## src/rtl/mips_pkg.sv

```systemverilog
// Shared definitions for the Mini-MIPS front end: fetch FSM states,
// PC step size, default reset vector and a PC alignment helper.
package mips_pkg;

  typedef enum logic [1:0] {
    ST_RESET    = 2'd0,
    ST_REQ      = 2'd1,
    ST_WAIT_RSP = 2'd2,
    ST_FAULT    = 2'd3
  } ifu_state_e;

  localparam logic [31:0] PC_INCREMENT         = 32'd4;
  localparam logic [31:0] RESET_VECTOR_DEFAULT = 32'h0000_0000;

  // True when the two low PC bits select a word boundary.
  function automatic logic is_aligned(input logic [1:0] low_bits);
    return (low_bits == 2'b00);
  endfunction

endpackage

```

## src/rtl/fetch_buffer.sv

```systemverilog
// Two-entry instruction FIFO between fetch and decode. The head entry lives
// in dedicated registers so the decode-facing outputs come straight from flops.
// A flush empties the buffer and wins over a push or pop in the same cycle.
module fetch_buffer #(
  parameter int PC_WIDTH   = 32,
  parameter int DATA_WIDTH = 32
) (
  input  logic                  clk,
  input  logic                  rst_n,
  input  logic                  push,
  input  logic [PC_WIDTH-1:0]   push_pc,
  input  logic [DATA_WIDTH-1:0] push_data,
  input  logic                  pop,
  input  logic                  flush,
  output logic [1:0]            count,
  output logic                  head_valid,
  output logic [PC_WIDTH-1:0]   head_pc,
  output logic [DATA_WIDTH-1:0] head_data
);

  logic [1:0]            count_r, count_next_s;
  logic                  head_valid_r;
  logic [PC_WIDTH-1:0]   head_pc_r, head_pc_next_s, tail_pc_r, tail_pc_next_s;
  logic [DATA_WIDTH-1:0] head_data_r, head_data_next_s, tail_data_r, tail_data_next_s;
  logic                  pop_s, push_s;

  // Work out the next occupancy and entry contents for push/pop/flush.
  always_comb begin
    count_next_s     = count_r;
    head_pc_next_s   = head_pc_r;
    head_data_next_s = head_data_r;
    tail_pc_next_s   = tail_pc_r;
    tail_data_next_s = tail_data_r;
    pop_s            = pop & head_valid_r;
    push_s           = push & ((count_r != 2'd2) | pop_s);
    if (flush) begin
      count_next_s = 2'd0;
    end else begin
      case ({push_s, pop_s})
        2'b10: begin
          if (count_r == 2'd0) begin
            head_pc_next_s   = push_pc;
            head_data_next_s = push_data;
          end else begin
            tail_pc_next_s   = push_pc;
            tail_data_next_s = push_data;
          end
          count_next_s = count_r + 2'd1;
        end
        2'b01: begin
          head_pc_next_s   = tail_pc_r;
          head_data_next_s = tail_data_r;
          count_next_s     = count_r - 2'd1;
        end
        2'b11: begin
          if (count_r == 2'd1) begin
            head_pc_next_s   = push_pc;
            head_data_next_s = push_data;
          end else begin
            head_pc_next_s   = tail_pc_r;
            head_data_next_s = tail_data_r;
            tail_pc_next_s   = push_pc;
            tail_data_next_s = push_data;
          end
        end
        default: begin
          count_next_s = count_r;
        end
      endcase
    end
  end

  // Buffer storage and occupancy registers.
  always_ff @(posedge clk or negedge rst_n) begin
    if (!rst_n) begin
      count_r      <= 2'd0;
      head_valid_r <= 1'b0;
      head_pc_r    <= '0;
      head_data_r  <= '0;
      tail_pc_r    <= '0;
      tail_data_r  <= '0;
    end else begin
      count_r      <= count_next_s;
      head_valid_r <= (count_next_s != 2'd0);
      head_pc_r    <= head_pc_next_s;
      head_data_r  <= head_data_next_s;
      tail_pc_r    <= tail_pc_next_s;
      tail_data_r  <= tail_data_next_s;
    end
  end

  assign count      = count_r;
  assign head_valid = head_valid_r;
  assign head_pc    = head_pc_r;
  assign head_data  = head_data_r;

endmodule

```

## src/rtl/instruction_fetch_unit.sv

```systemverilog
// Mini-MIPS instruction fetch unit. Sequences the external program_counter
// register (drives its D from its Q), issues one outstanding fetch at a time
// and queues returned words in a 2-entry buffer drained by decode.
// Optional feature: define IFU_MISALIGN_TRAP_EN to trap on a misaligned PC
// (adds the fetch_fault port); otherwise the fetch address is word-masked.
module instruction_fetch_unit
  import mips_pkg::*;
#(
  parameter int                   BUS_WIDTH    = 32,
  parameter int                   INSTR_WIDTH  = 32,
  parameter logic [BUS_WIDTH-1:0] RESET_VECTOR = BUS_WIDTH'(RESET_VECTOR_DEFAULT)
) (
  input  logic                   clk,
  input  logic                   rst_n,
  input  logic [BUS_WIDTH-1:0]   pc_q,
  output logic [BUS_WIDTH-1:0]   pc_d,
  output logic                   imem_req_valid,
  input  logic                   imem_req_ready,
  output logic [BUS_WIDTH-1:0]   imem_addr,
  input  logic                   imem_rsp_valid,
  input  logic [INSTR_WIDTH-1:0] imem_rsp_data,
  input  logic                   redirect_valid,
  input  logic [BUS_WIDTH-1:0]   redirect_target,
  output logic                   instr_valid,
  input  logic                   instr_ready,
  output logic [INSTR_WIDTH-1:0] instr_data,
  output logic [BUS_WIDTH-1:0]   instr_pc
`ifdef IFU_MISALIGN_TRAP_EN
  ,
  output logic                   fetch_fault
`endif
);

  localparam logic [BUS_WIDTH-1:0] PC_STEP = BUS_WIDTH'(PC_INCREMENT);

  ifu_state_e           state_r, state_next_s;
  logic                 drop_r, drop_next_s;
  logic [BUS_WIDTH-1:0] inflight_pc_r;
  logic [1:0]           count_s;
  logic                 misaligned_s;
  logic                 req_valid_s;
  logic                 accept_s;
  logic                 push_s;

  // Request generation and PC sequencing; reset forces the reset vector.
  always_comb begin
`ifdef IFU_MISALIGN_TRAP_EN
    misaligned_s = !is_aligned(pc_q[1:0]);
    imem_addr    = pc_q;
`else
    misaligned_s = 1'b0;
    imem_addr    = {pc_q[BUS_WIDTH-1:2], 2'b00};
`endif
    req_valid_s    = (state_r == ST_REQ) && (count_s < 2'd2) && !misaligned_s;
    accept_s       = req_valid_s & imem_req_ready;
    imem_req_valid = req_valid_s;
    push_s         = (state_r == ST_WAIT_RSP) & imem_rsp_valid & ~drop_r;
    if (!rst_n) begin
      pc_d = RESET_VECTOR;
    end else if (redirect_valid) begin
      pc_d = redirect_target;
    end else if (accept_s) begin
      pc_d = pc_q + PC_STEP;
    end else begin
      pc_d = pc_q;
    end
  end

  // Next FSM state and the discard flag for a response made stale by a redirect.
  always_comb begin
    state_next_s = state_r;
    drop_next_s  = drop_r;
    case (state_r)
      ST_RESET: begin
        state_next_s = ST_REQ;
      end
      ST_REQ: begin
        if (accept_s) begin
          state_next_s = ST_WAIT_RSP;
        end else if (misaligned_s && !redirect_valid) begin
          state_next_s = ST_FAULT;
        end else begin
          state_next_s = ST_REQ;
        end
      end
      ST_WAIT_RSP: begin
        if (imem_rsp_valid) begin
          state_next_s = ST_REQ;
        end else begin
          state_next_s = ST_WAIT_RSP;
        end
      end
      ST_FAULT: begin
        if (redirect_valid) begin
          state_next_s = ST_REQ;
        end else begin
          state_next_s = ST_FAULT;
        end
      end
      default: begin
        state_next_s = ST_RESET;
      end
    endcase
    if ((state_r == ST_WAIT_RSP) && imem_rsp_valid) begin
      drop_next_s = 1'b0;
    end else if (redirect_valid && ((state_r == ST_WAIT_RSP) || accept_s)) begin
      drop_next_s = 1'b1;
    end else begin
      drop_next_s = drop_r;
    end
  end

  // FSM state, discard flag and the PC of the outstanding request.
  always_ff @(posedge clk or negedge rst_n) begin
    if (!rst_n) begin
      state_r       <= ST_RESET;
      drop_r        <= 1'b0;
      inflight_pc_r <= '0;
    end else begin
      state_r <= state_next_s;
      drop_r  <= drop_next_s;
      if (accept_s) begin
        inflight_pc_r <= pc_q;
      end
    end
  end

  fetch_buffer #(
    .PC_WIDTH   (BUS_WIDTH),
    .DATA_WIDTH (INSTR_WIDTH)
  ) u_fetch_buffer (
    .clk        (clk),
    .rst_n      (rst_n),
    .push       (push_s),
    .push_pc    (inflight_pc_r),
    .push_data  (imem_rsp_data),
    .pop        (instr_ready),
    .flush      (redirect_valid),
    .count      (count_s),
    .head_valid (instr_valid),
    .head_pc    (instr_pc),
    .head_data  (instr_data)
  );

`ifdef IFU_MISALIGN_TRAP_EN
  assign fetch_fault = (state_r == ST_FAULT);
`endif

endmodule

```

## config.mk

```make
export PLATFORM = sky130hd
export DESIGN_NAME = instruction_fetch_unit
export DESIGN_NICKNAME = d
export VERILOG_FILES = /design/src/rtl/mips_pkg.sv /design/src/rtl/fetch_buffer.sv /design/src/rtl/instruction_fetch_unit.sv
export SDC_FILE = /design/constraint.sdc
export NUM_CORES = 1
export LEC_CHECK = 0
export BUFFER_PORTS_ARGS = -buffer_cell sky130_fd_sc_hd__buf_2
export CORE_MARGIN = 4
export CORE_UTILIZATION = 40
export CTS_BUF_LIST = sky130_fd_sc_hd__clkbuf_16
export CTS_CLUSTER_SIZE = 30
export DETAILED_ROUTE_END_ITERATION = 16
export PLACE_DENSITY = 0.69
export SLEW_MARGIN = 30
export SYNTH_ARGS = -nofsm -noshare
export SYNTH_HDL_FRONTEND = slang
export SYNTH_SLANG_ARGS = --single-unit
```

## constraint.sdc

```tcl
create_clock -name clk -period 3.8 [get_ports clk]
set_clock_uncertainty 0.05 [all_clocks]
set_input_delay 0.19 -clock clk [delete_from_list [all_inputs] [get_ports clk]]
set_output_delay 0.19 -clock clk [all_outputs]
set_load 0.05 [all_outputs]
```

-- Word-level counts from Yosys, hierarchy flattened
Index checks and enable logic that the tools add are counted.
- flip-flop bits (word level): 166
- input bits: 102
- output and inout port bits: 130
- word-level logic and storage cells: 67
- $add $sub $neg: 3
- order comparisons: 1
- eq/ne operators: 11
- multiplexer cells: 23
- bitwise logic cells: 8
- reduce and logical (&&, ||, !) cells: 12
- operators by type and width (operator ; number):
    32-bit two-way mux ; 11
    32-bit one-hot mux with 3 select lines ; 2
    32-bit one-hot mux with 2 select lines ; 2
    32-bit by 3-bit adder with 32-bit output, second input constant ; 1
    2-bit equality test, second input constant ; 4
    2-bit two-way mux ; 4
    2-bit one-hot mux with 4 select lines ; 1
    2-bit by 1-bit equality test with 1-bit output, second input constant ; 3
    2-bit inequality test, second input constant ; 3
    2-bit nonzero test ; 3
    1-bit bitwise AND ; 5
    2-bit zero test ; 2
    2-bit one-hot mux with 2 select lines ; 1
    4-bit AND reduction ; 1
    1-bit logical AND ; 3
    3-bit AND reduction ; 1
    3-bit nonzero test ; 1
    2-bit by 1-bit adder with 2-bit output, second input constant ; 1
    2-bit < comparator, second input constant ; 1
    1-bit two-way mux ; 2
    2-bit by 1-bit inequality test with 1-bit output, second input constant ; 1
    1-bit inverter ; 2
    2-bit by 1-bit subtractor with 2-bit output, second input constant ; 1
    1-bit logical OR ; 1
    1-bit OR ; 1

-- Logic depth before layout (Yosys ltp)
Gate-level depths: netlist (run 1).
- depth in word-level cells: 8
- depth in mapped cells: 7
- gate-level depth less buffers: 6

-- Modules after synthesis
From an unflattened synthesis (run 1), not the netlist that was laid out.
- cell total of the unflattened synthesis: 826
- area, all modules: 8694.6 µm²
- by module, submodules not included (module ; instances ; cells an instance ; area each (µm²) ; sequential area each (µm²)):
    fetch_buffer ; 1 ; 440 ; 5793.1 ; 3278.1
    instruction_fetch_unit ; 1 ; 386 ; 2901.5 ; 875.8

-- Worst setup path before layout (run 1)
Ideal clock, no wire load.
- path kind: register to output
- start: reg u_fetch_buffer.count_r[1] (netlist: u_fetch_buffer.count[1])
- end: out pc_d[23]
- arrival time: 2.718 ns
- required time: 3.560 ns
- slack: 0.842 ns
- stages on the path, launching flop included: 7
- path through: dfrtp_1 > nand4bb_1 > buf_2 > or4_4 > buf_6 > or4_1 > a31oi_1
- longest elaborated chain between the ends: 6
- ends and longest elaborated chain (element ; RTL line ; RTL):
    start: declaration ; fetch_buffer.sv:21 ; logic [1:0] count_r, count_next_s;
    start signal: assignment ; fetch_buffer.sv:83 ; count_r <= count_next_s;
    2-bit < comparator ; instruction_fetch_unit.sv:54 ; req_valid_s = (state_r == ST_REQ) && (count_s < 2'd2) && !misaligned_s;
    1-bit logical AND ; instruction_fetch_unit.sv:54 ;
    1-bit bitwise AND ; instruction_fetch_unit.sv:55 ; accept_s = req_valid_s & imem_req_ready;
    32-bit two-way mux ; instruction_fetch_unit.sv:62 ; end else if (accept_s) begin
    32-bit two-way mux ; instruction_fetch_unit.sv:60 ; end else if (redirect_valid) begin
    32-bit two-way mux ; instruction_fetch_unit.sv:58 ; if (!rst_n) begin
    end: declaration ; instruction_fetch_unit.sv:16 ; output logic [BUS_WIDTH-1:0] pc_d,
Every way passes these cells.

-- Final worst setup path (run 1)
- start: reg u_fetch_buffer.count_r[1] (netlist: u_fetch_buffer.count[1])
- end: out pc_d[18]
Same word-level chain as after synthesis.

==> results of run 1 <==
==> final cells by class <==
cell class,instances,share of cell area
clock buffers,17,0.03943
repair buffers,292,0.1650
well taps,275,0.03189
clock inverters,15,0.01519
multi-input cells,488,0.3607
flip-flops and latches,166,0.3850
inverters,8,0.002783
==> Yosys cell counts (2+ instances only) <==
library cell	instances	area (um^2)
buf_1	3	11.26
nor2b_1	3	18.77
buf_2	19	95.09
nor2_1	3	11.26
clkbuf_1	21	78.83
and3_1	2	12.51
or3_1	5	31.28
ha_1	4	50.05
nand3_1	15	75.07
nand2_1	113	424.2
nand4_1	8	50.05
nor3b_1	3	22.52
a31oi_1	16	100.1
o211a_1	4	40.04
o211ai_1	2	15.01
a211oi_1	3	22.52
a21oi_1	9	45.04
nand2b_1	4	25.02
or4_4	2	22.52
inv_1	8	30.03
o31ai_1	12	90.09
nor4_1	4	25.02
nor3_1	4	20.02
dfrtp_1	166	4154
o21ai_0	29	145.1
and4_1	5	43.79
mux2i_1	3	30.03
a21oi_2	2	17.52
or4_1	14	105.1
buf_6	3	33.78
buf_4	32	240.2
xnor2_1	8	70.07
mux2_2	193	2173
==> repair_timing <==
item	in CTS	in global routing
setup buffers	0	0
hold buffers	48	0
hold endpoints to repair	79	0
==> power groups by stage <==
| stage | Sequential, mW | Clock [mW] | Combinational [mW] |
|---|---|---|---|
| floorplan | 3.79 | 0 | 1.33 |
| global placement | 2.71 | 0 | 3.19 |
| detailed placement | 2.75 | 0 | 3.23 |
| CTS | 2.72 | 1.77 | 3.28 |
| global route | 2.81 | 1.84 | 3.47 |
| finish | 2.72 | 1.72 | 3.25 |
==> through the flow <==
step / area (um^2) / util / worst slack, ns / total power, mW / hold WS (ns)
detailed placement: 9721 / 0.4639 / 0.8320 / 5.984 / 0.09525
global placement: 9693 / 0.4626 / 0.8918 / 5.898 / 0.09556
global route: 10790 / 0.5149 / 0.3220 / 8.120 / 0.01785
CTS: 10790 / 0.5149 / 0.4093 / 7.765 / 0.001963
floorplan: 8499 / - / 0.8417 / 5.118 / -0.1556
finish: 10790 / 0.5149 / 0.4493 / 7.682 / 0.01704
==> sequential cells by signal, summed over array words and instances (netlist names) <==
name and cells:
drop_r 1, inflight_pc_r 32, state_r 2, u_fetch_buffer.count 2, u_fetch_buffer.head_data 32, u_fetch_buffer.head_pc 32, u_fetch_buffer.head_valid 1, u_fetch_buffer.tail_data_r 32
u_fetch_buffer.tail_pc_r 32
==> metal layers <==
metal / up-vias / routed length (um) / global-route usage
li1: 3081 / - / -
met1: 3276 / 10110 / 0.2649
met2: 253 / 10950 / 0.3194
met3: 21 / 1342 / 0.04165
met4: 2 / 276 / 0.04205
met5: - / 13 / 0
==> logic make-up after synthesis <==
group	after synthesis	share of synthesized area
compound gates	84	0.06348
other cells	1	0.0004414
flops	166	0.4890
xor+xnor	9	0.009279
buf+inv	87	0.05817
fa+ha+maj	4	0.005891
mux	196	0.2594
simple gates	193	0.1144
==> worst paths after layout <==
kind                                         start                     endpoint  slack [ns]  depth (start not counted)
min                                        pc_q[8]             inflight_pc_r[8]        0.02                          3
max reg2reg                u_fetch_buffer.count[1]   u_fetch_buffer.head_pc[19]        1.27                          6
min in group asynchronous                    rst_n  u_fetch_buffer.head_data[0]        0.24                          2
max                        u_fetch_buffer.count[1]                     pc_d[18]        0.45                          6
max in group asynchronous                    rst_n   u_fetch_buffer.head_pc[16]        2.35                          4
min reg2reg                       inflight_pc_r[4]             inflight_pc_r[4]        0.45                          2
==> tightest hold or removal path: cells and delay by family <==
| family | cells | cell delay, ns |
|---|---|---|
| buffers and inverters | 1 | 0.15 |
| and+or+nand+nor | 2 | 0.10 |
==> results, run 1 <==
- The first detailed-routing pass ran for 5 iterations.
- The hold violation total from the final report is 0.
- The commonest register cell after synthesis is dfrtp_1.
- The die covers 23630 um^2.
- The number of global-route vias before repair is 6786.
- The total buffers and inverters traversed by the critical path is 2.
- The worst setup path is launched from a flip-flop.
- The maximum VDD drop is 0.2914 mV.
- The synthesis-to-layout area growth is 27.01%.
- The number of buffers created by CTS is 17.
- The number of nets still failing antenna checks after routing is 0.
- The number of design-rule violations left by the first detailed-router iteration is 286.
- The initial antenna violation count was 1.
- The Yosys step of the flow raised 0 warnings.
- The I/O pin count is 232.
- Yosys mapped a number of flops with a built-in enable equal to 0.
- The delay contributed by the slowest stage of the critical path is 0.59 ns.
- The classification of the worst setup path is reg -> out.
- The DRC violation count after routing is 0.
- The switching share of total power is 0.4187.
- At the later pin of the worst-skew pair, clock insertion delay measures 0.41 ns.
- The post-detailed-routing wire length is 22690 um.
- Detailed placement ended at an HPWL of 15780 um.
- The synthesized area divided by synthesized cell count is 11.48 um^2.
- The final weighted congestion of routability-driven global placement is 0.7909.
- The sequential fraction of design power is 0.353.
- Row generation in the floorplan step produced 53 rows.
- The maximum number of pins on one net before global-route repair is 50.
- In the final routed layout, each cell accounts on average for 18.00 um.
- After the last flow step, the layout net total stands at 1079.
- The initial utilization of the core area, before any placement, comes to 0.4054.
- The total routing usage reported by global routing is 0.1937.
- The share of total power dissipated in the clock network is 0.224.
- Traced cell by cell, the critical path runs through nand4bb_2 > buf_4 > nor4_1 > a211oi_1 > nor3_1 > buf_2.
- The count of distinct cell types in the synthesized netlist is 51.
- The global-route congestion overflow total is 0.
- The largest fanout on the critical path is 34.
- Across the run, the number of max-cap violations was 0.
- After synthesis, the share of flip-flops with an asynchronous set or reset is 1.000.
- The count of fill cells added during filler insertion is 1902.
- The family with the most delay on the worst path is simple AND/OR/NAND/NOR gates.
- Leaving out fill and tap cells, the most frequent cells in the layout are buf_2 (228), mux2_2 (193), dfrtp_1 (166).
- The sequential element share of the synthesized area is 0.4890.
- The overall die height is 153.7 um.
- The net switching power of the design is 3.217 mW.
- Gates resized during post-CTS repair numbered 0.
- STA classifies the critical path endpoint as a primary output.
- Of the available clock period, the critical path in the final layout requires 0.8818.
- The sequential cell area is 4154 um^2.
- After detailed routing, the number of vias per cell comes to 5.260.
- The portion of total power attributed to combinational logic is 0.423.
- In the final layout, the share of cells above drive strength 1 is 0.4797.
- The count of pins over their slew limit was 0.
- The critical-path cell with the highest stage delay is nor4_1.
- The total inserted antenna cells is 0.
- The setup-violating endpoint count in the final report is 0.
- The clock-pin slew on the worst setup and hold paths is 0.07 ns.
- The power per standard cell area is 712.0 nW/um^2.
- The final instance count without filler cells is 1261.
- Data arrives at the worst endpoint at 3.11 ns.
- The highest achievable clock rate is 298.4 MHz.
- The flop and latch count out of synthesis is 166.
- The synthesized netlist occupies a cell area of 8496 um^2.
- The TritonCTS clock tree is yes.
- The first-pass GRT wire length is 36920 um.
- The via count of the routed design is 6633.
- For the pin with the worst max-slew slack, the measured transition is 0.6642 ns.
- The clock period minus worst slack is 3.351 ns.
- The total clock sinks is 166.
- The leakage power total is 5.246 nW.
- The number of input and output port buffers inserted is 229.
- Setup repair after global routing left no endpoint under its margin.
- The run finished with clean final reports.
- In the synthesized netlist, the number of instances is 740.
- In this run the worst hold path is classified as in -> reg.
- The core region area is 20960 um^2.
- The placed cell count is 1181.
- The tree is rooted in a clkbuf_16.
- CTS built an H-tree with a depth of 4.
- The clock passes through at most 2 buffers.
- The internal cell power is 4.466 mW.
- The data required time of the worst path is 3.56 ns.
- After routing, the total negative slack on setup checks comes to 0 ns.
- The die width is 153.7 um.
- Leaving out fill and tap cells, the most frequent cell in the layout is buf_2.
- The worst pin sits at a relative slew slack of 0.5531.
- Summing all multi-input logic gate instances after layout gives 3892 um^2.
Note: power is estimated with default switching activity, not from simulation.
==> run 2: changes to the inputs <==
- PLACE_DENSITY: 0.69 -> 0.68
- SYNTH_HIERARCHICAL: not set -> 1
==> run 2 against run 1 <==
Compared with the run above: critical endpoint unchanged; largest cell class unchanged; clock-buffer cell count is the same; critical path depth decreased by 1; global-route usage is 0.47 points higher.
==> results, run 2 <==
- Run status: complete, no violations (unchanged).
- The total number of yosys warnings is 6 (was 0).
- The total clock sinks is 166 (unchanged).
- Commonest cells after routing, fill and taps aside: buf_2 (228), dfrtp_1 (166), nand2_1 (104) (was buf_2 (228), mux2_2 (193), dfrtp_1 (166)).
- The post-synthesis cell count is 826 (was 740).
- The post-detailed-routing wire length is 23810 um (was 22690 um).
- The clock-pin slew on the worst setup and hold paths was 0.07 ns (about the same).
- The commonest register cell after synthesis is dfrtp_1 (unchanged).
- The placed cell count is 1258 (was 1181).
- The classification of the worst setup path is reg -> out (unchanged).
- The number of input and output port buffers inserted is 229 (unchanged).
- The core region area is 21220 um^2 (was 20960 um^2).
- The average wire per cell in the routed design came to 17.77 um (was 18.00 um).
- The hold violation total from the final report is 0 (unchanged).
- The root buffer cell is clkbuf_16 (unchanged).
- The final weighted congestion of routability-driven global placement is 0.8324 (was 0.7909).
- The clock latency at the later pin of the worst-skew pair is 0.43 ns (was 0.41 ns).
- The cell area reported after detailed placement is 9806 um^2 (was 9721 um^2).
- The cell area after synthesis is 8695 um^2 (was 8496 um^2).
- The number of nets at the end of the flow came to 1155 (was 1079).
- The post-synthesis async set-or-reset flop share is 1.000 (unchanged).
- The area fraction of the dominant cell type after synthesis came to 0.4778 (was 0.4890).
- The data required time of the worst path is 3.56 ns (about the same).
- The worst slack on hold paths is 0.01680 ns (was 0.01704 ns).
- The sum of negative setup slack is 0 ns (unchanged).
- The path depth of the worst reg2reg path is 6 (unchanged).
- The die width is 155.4 um (was 153.7 um).
- The count of pins over their slew limit was 0 (unchanged).
- The DRC violation count after routing came to 0 (unchanged).
- The global-route congestion overflow total is 0 (unchanged).
- The setup-violating endpoint count in the final report came to 0 (unchanged).
- The number of nets still failing antenna checks after routing is 0 (unchanged).
- The number of buffers created by CTS is 17 (unchanged).
- RSZ-0062 raised after global routing: false (unchanged).
- Cell Chain, Critical Path: and4bb_2 > nand4_2 > or4_1 > a31oi_1 > buf_2 (was nand4bb_2 > buf_4 > nor4_1 > a211oi_1 > nor3_1 > buf_2).
- The number of placement rows was 53 (unchanged).
- The critical-path cell with the highest stage delay is and4bb_2 (was nor4_1).
- The final instance count without filler cells came to 1340 (was 1261).
- The synthesized area divided by synthesized cell count is 10.53 um^2 (was 11.48 um^2).
- The number of enable flip-flop cells after synthesis was 0 (unchanged).
- The maximum VDD drop is 0.4358 mV (was 0.2914 mV).
- The maximum level of the CTS H-tree is 4 (unchanged).
- The cell type with the largest total area after synthesis is dfrtp_1 (unchanged).
- Dominant cells by area after synthesis: dfrtp_1 (48%), mux2_4 (10%), mux2i_1 (7.8%) (was dfrtp_1 (49%), mux2_2 (26%), nand2_1 (5.0%)).
- The max-slew headroom at the worst pin is 0.4588 (was 0.5531).
- The largest fanout on the critical path is 24 (was 34).
- The flop and latch count out of synthesis is 166 (unchanged).
- The full die area came to 24160 um^2 (was 23630 um^2).
- The total routing usage reported by global routing is 0.1984 (was 0.1937).
- The I/O pin count is 232 (unchanged).
- The total buffers and inverters traversed by the critical path was 1 (was 2).
- The buffer depth of the longest clock path is 2 (unchanged).
- The family with the most delay on the worst path is simple AND/OR/NAND/NOR gates (unchanged).
- The first-pass GRT wire length is 38340 um (was 36920 um).
- The destination of the worst register-to-register timing path is u_fetch_buffer/head_data[19] (was u_fetch_buffer.head_pc[19]).
- The number of global-route vias before repair is 7068 (was 6786).
- The endpoint class of the critical path was a primary output (unchanged).
- The clock period minus worst slack is 3.465 ns (was 3.351 ns).
- The leakage power total is 5.626 nW (was 5.246 nW).
- The arrival time of data at the critical path endpoint is 3.23 ns (was 3.11 ns).
- The worst min-delay path endpoint is inflight_pc_r[2] (was inflight_pc_r[8]).
- The final non-filler cell area is 10860 um^2 (was 10790 um^2).
- The cell depth of the worst hold path is 3 (unchanged).
- The highest achievable clock rate is 288.6 MHz (was 298.4 MHz).
- The sequential element share of the synthesized area is 0.4778 (was 0.4890).
- The synthesis-to-layout area growth is 24.95% (was 27.01%).
- The most frequent standard cell in the layout excluding fill and tap cells was buf_2 (unchanged).
- The actual slew at the worst max-slew pin is 0.8118 ns (was 0.6642 ns).
- The count of distinct cell types in the synthesized netlist is 56 (was 51).
- The number of design-rule violations left by the first detailed-router iteration is 401 (was 286).
- The launch point of the worst hold path is pc_q[2] (was pc_q[8]).
- The initial antenna violation count is 4 (was 1).
- The worst hold-check path type is in -> reg (unchanged).
- The ratio of cells with drive above 1 in the final layout was 0.3305 (was 0.4797).
- The placed wire-length estimate after detailed placement is 16000 um (was 15780 um).
- The post-CTS setup repair buffer count was 0 (unchanged).
- The number of detailed-route iterations in the first pass was 6 (was 5).
- The worst-case register-to-register setup slack is 1.35 ns (was 1.27 ns).
- The power per standard cell area is 713.2 nW/um^2 (was 712.0 nW/um^2).
- The number of maximum-capacitance violations is 0 (unchanged).
- The beginning of the worst register-to-register path is state_r[0] (was u_fetch_buffer.count[1]).
- The delay contributed by the slowest stage of the critical path was 0.73 ns (was 0.59 ns).
- The critical path launch point is u_fetch_buffer/count[1] (was u_fetch_buffer.count[1]).
- The TritonCTS clock tree is yes (unchanged).
- The overall die height was 155.4 um (was 153.7 um).
- The via count of the routed design came to 6977 (was 6633).
- The path length in cells of the critical path is 5 (was 6).
- The number of vias per cell after detailed routing was 5.207 (was 5.260).
- The kind of start point of the critical path is a flip-flop (unchanged).
- The effective utilization at floorplan is 0.4097 (was 0.4054).
- The share of the cycle needed by the critical path after routing is 0.9120 (was 0.8818).
- Ranking of synthesized cells by instance count: dfrtp_1 (166), nand2_1 (104), nor2_1 (73), a21oi_1 (70), mux2i_1 (68) (was mux2_2 (193), dfrtp_1 (166), nand2_1 (113), buf_4 (32), o21ai_0 (29)).
- The maximum number of pins on one net before global-route repair is 79 (was 50).
- The most instantiated library cell after synthesis is dfrtp_1 (was mux2_2).
==> run 2: changes by cell type after synthesis, sizes merged, moves of 4 or more <==
cell / delta
buf: +7
nand2: -8
a21oi: +60
mux2: -129
mux2i: +65
nand2b: +4
nand4: +7
or4: -4
and4: +4
nor2: +70
==> run 2: timing repair <==
action                                  CTS  global route
gates resized for setup                   0             0
endpoints found under the hold margin    87             0
hold buffers                             47             0
endpoints found under the setup margin    0             0
==> run 2: layer usage <==
layer  GRT usage  part of all wire
met1      0.2715              0.46
met4     0.06128             0.020
met2      0.3157              0.47
met5           0           0.00055
met3     0.04451             0.056
==> run 2: worst max path at each step <==
| stage | endpoint | slack [ns] |
|---|---|---|
| 6_report | pc_d[18] | 0.33 |
| 5_1_grt | pc_d[27] | 0.19 |
| 3_5_place_dp | pc_d[18] | 0.79 |
| 2_1_floorplan | pc_d[22] | 0.98 |
| 4_1_cts | pc_d[18] | 0.33 |
| 3_3_place_gp | pc_d[24] | 0.87 |
==> run 2: power breakdown <==
| group | total [mW] | switching [mW] | internal (mW) |
|---|---|---|---|
| registers | 2.75 | 0.368 | 2.38 |
| logic | 3.29 | 2.39 | 0.903 |
| clock network | 1.70 | 0.822 | 0.882 |
==> run 2: final cells by class <==
cell class,count,area (um^2)
clock buffer,17,425.4
tap,275,344.1
inverter,10,37.54
antenna,3,7.507
fill,1943,10360
clock inverter,15,155.1
multi-input combinational,566,4000
sequential,166,4154
timing repair buffer,288,1740
==> run 2: tightest hold or removal path, delay by kind of cell <==
family        cells  cell delay (ns)
simple gates      2             0.12
buf+inv           1             0.15
==> run 2: cells by family after synthesis <==
family	synth area share
compound gates	0.09973
xor+xnor	0.008059
fa+ha+maj	0.005756
buf+inv	0.06533
flops	0.4778
mux	0.1871
other cells	0.0004313
simple gates	0.1559
==> run 2: stage by stage <==
| stage | utilization | total power [mW] | setup WS, ns |
|---|---|---|---|
| after global placement | 0.4621 | 5.978 | 0.8672 |
| after CTS | 0.5116 | 7.811 | 0.3350 |
| after floorplan | - | 5.194 | 0.9799 |
| final | 0.5120 | 7.748 | 0.3346 |
| after detailed placement | 0.4621 | 6.046 | 0.7881 |
| after global routing | 0.5120 | 8.198 | 0.1896 |
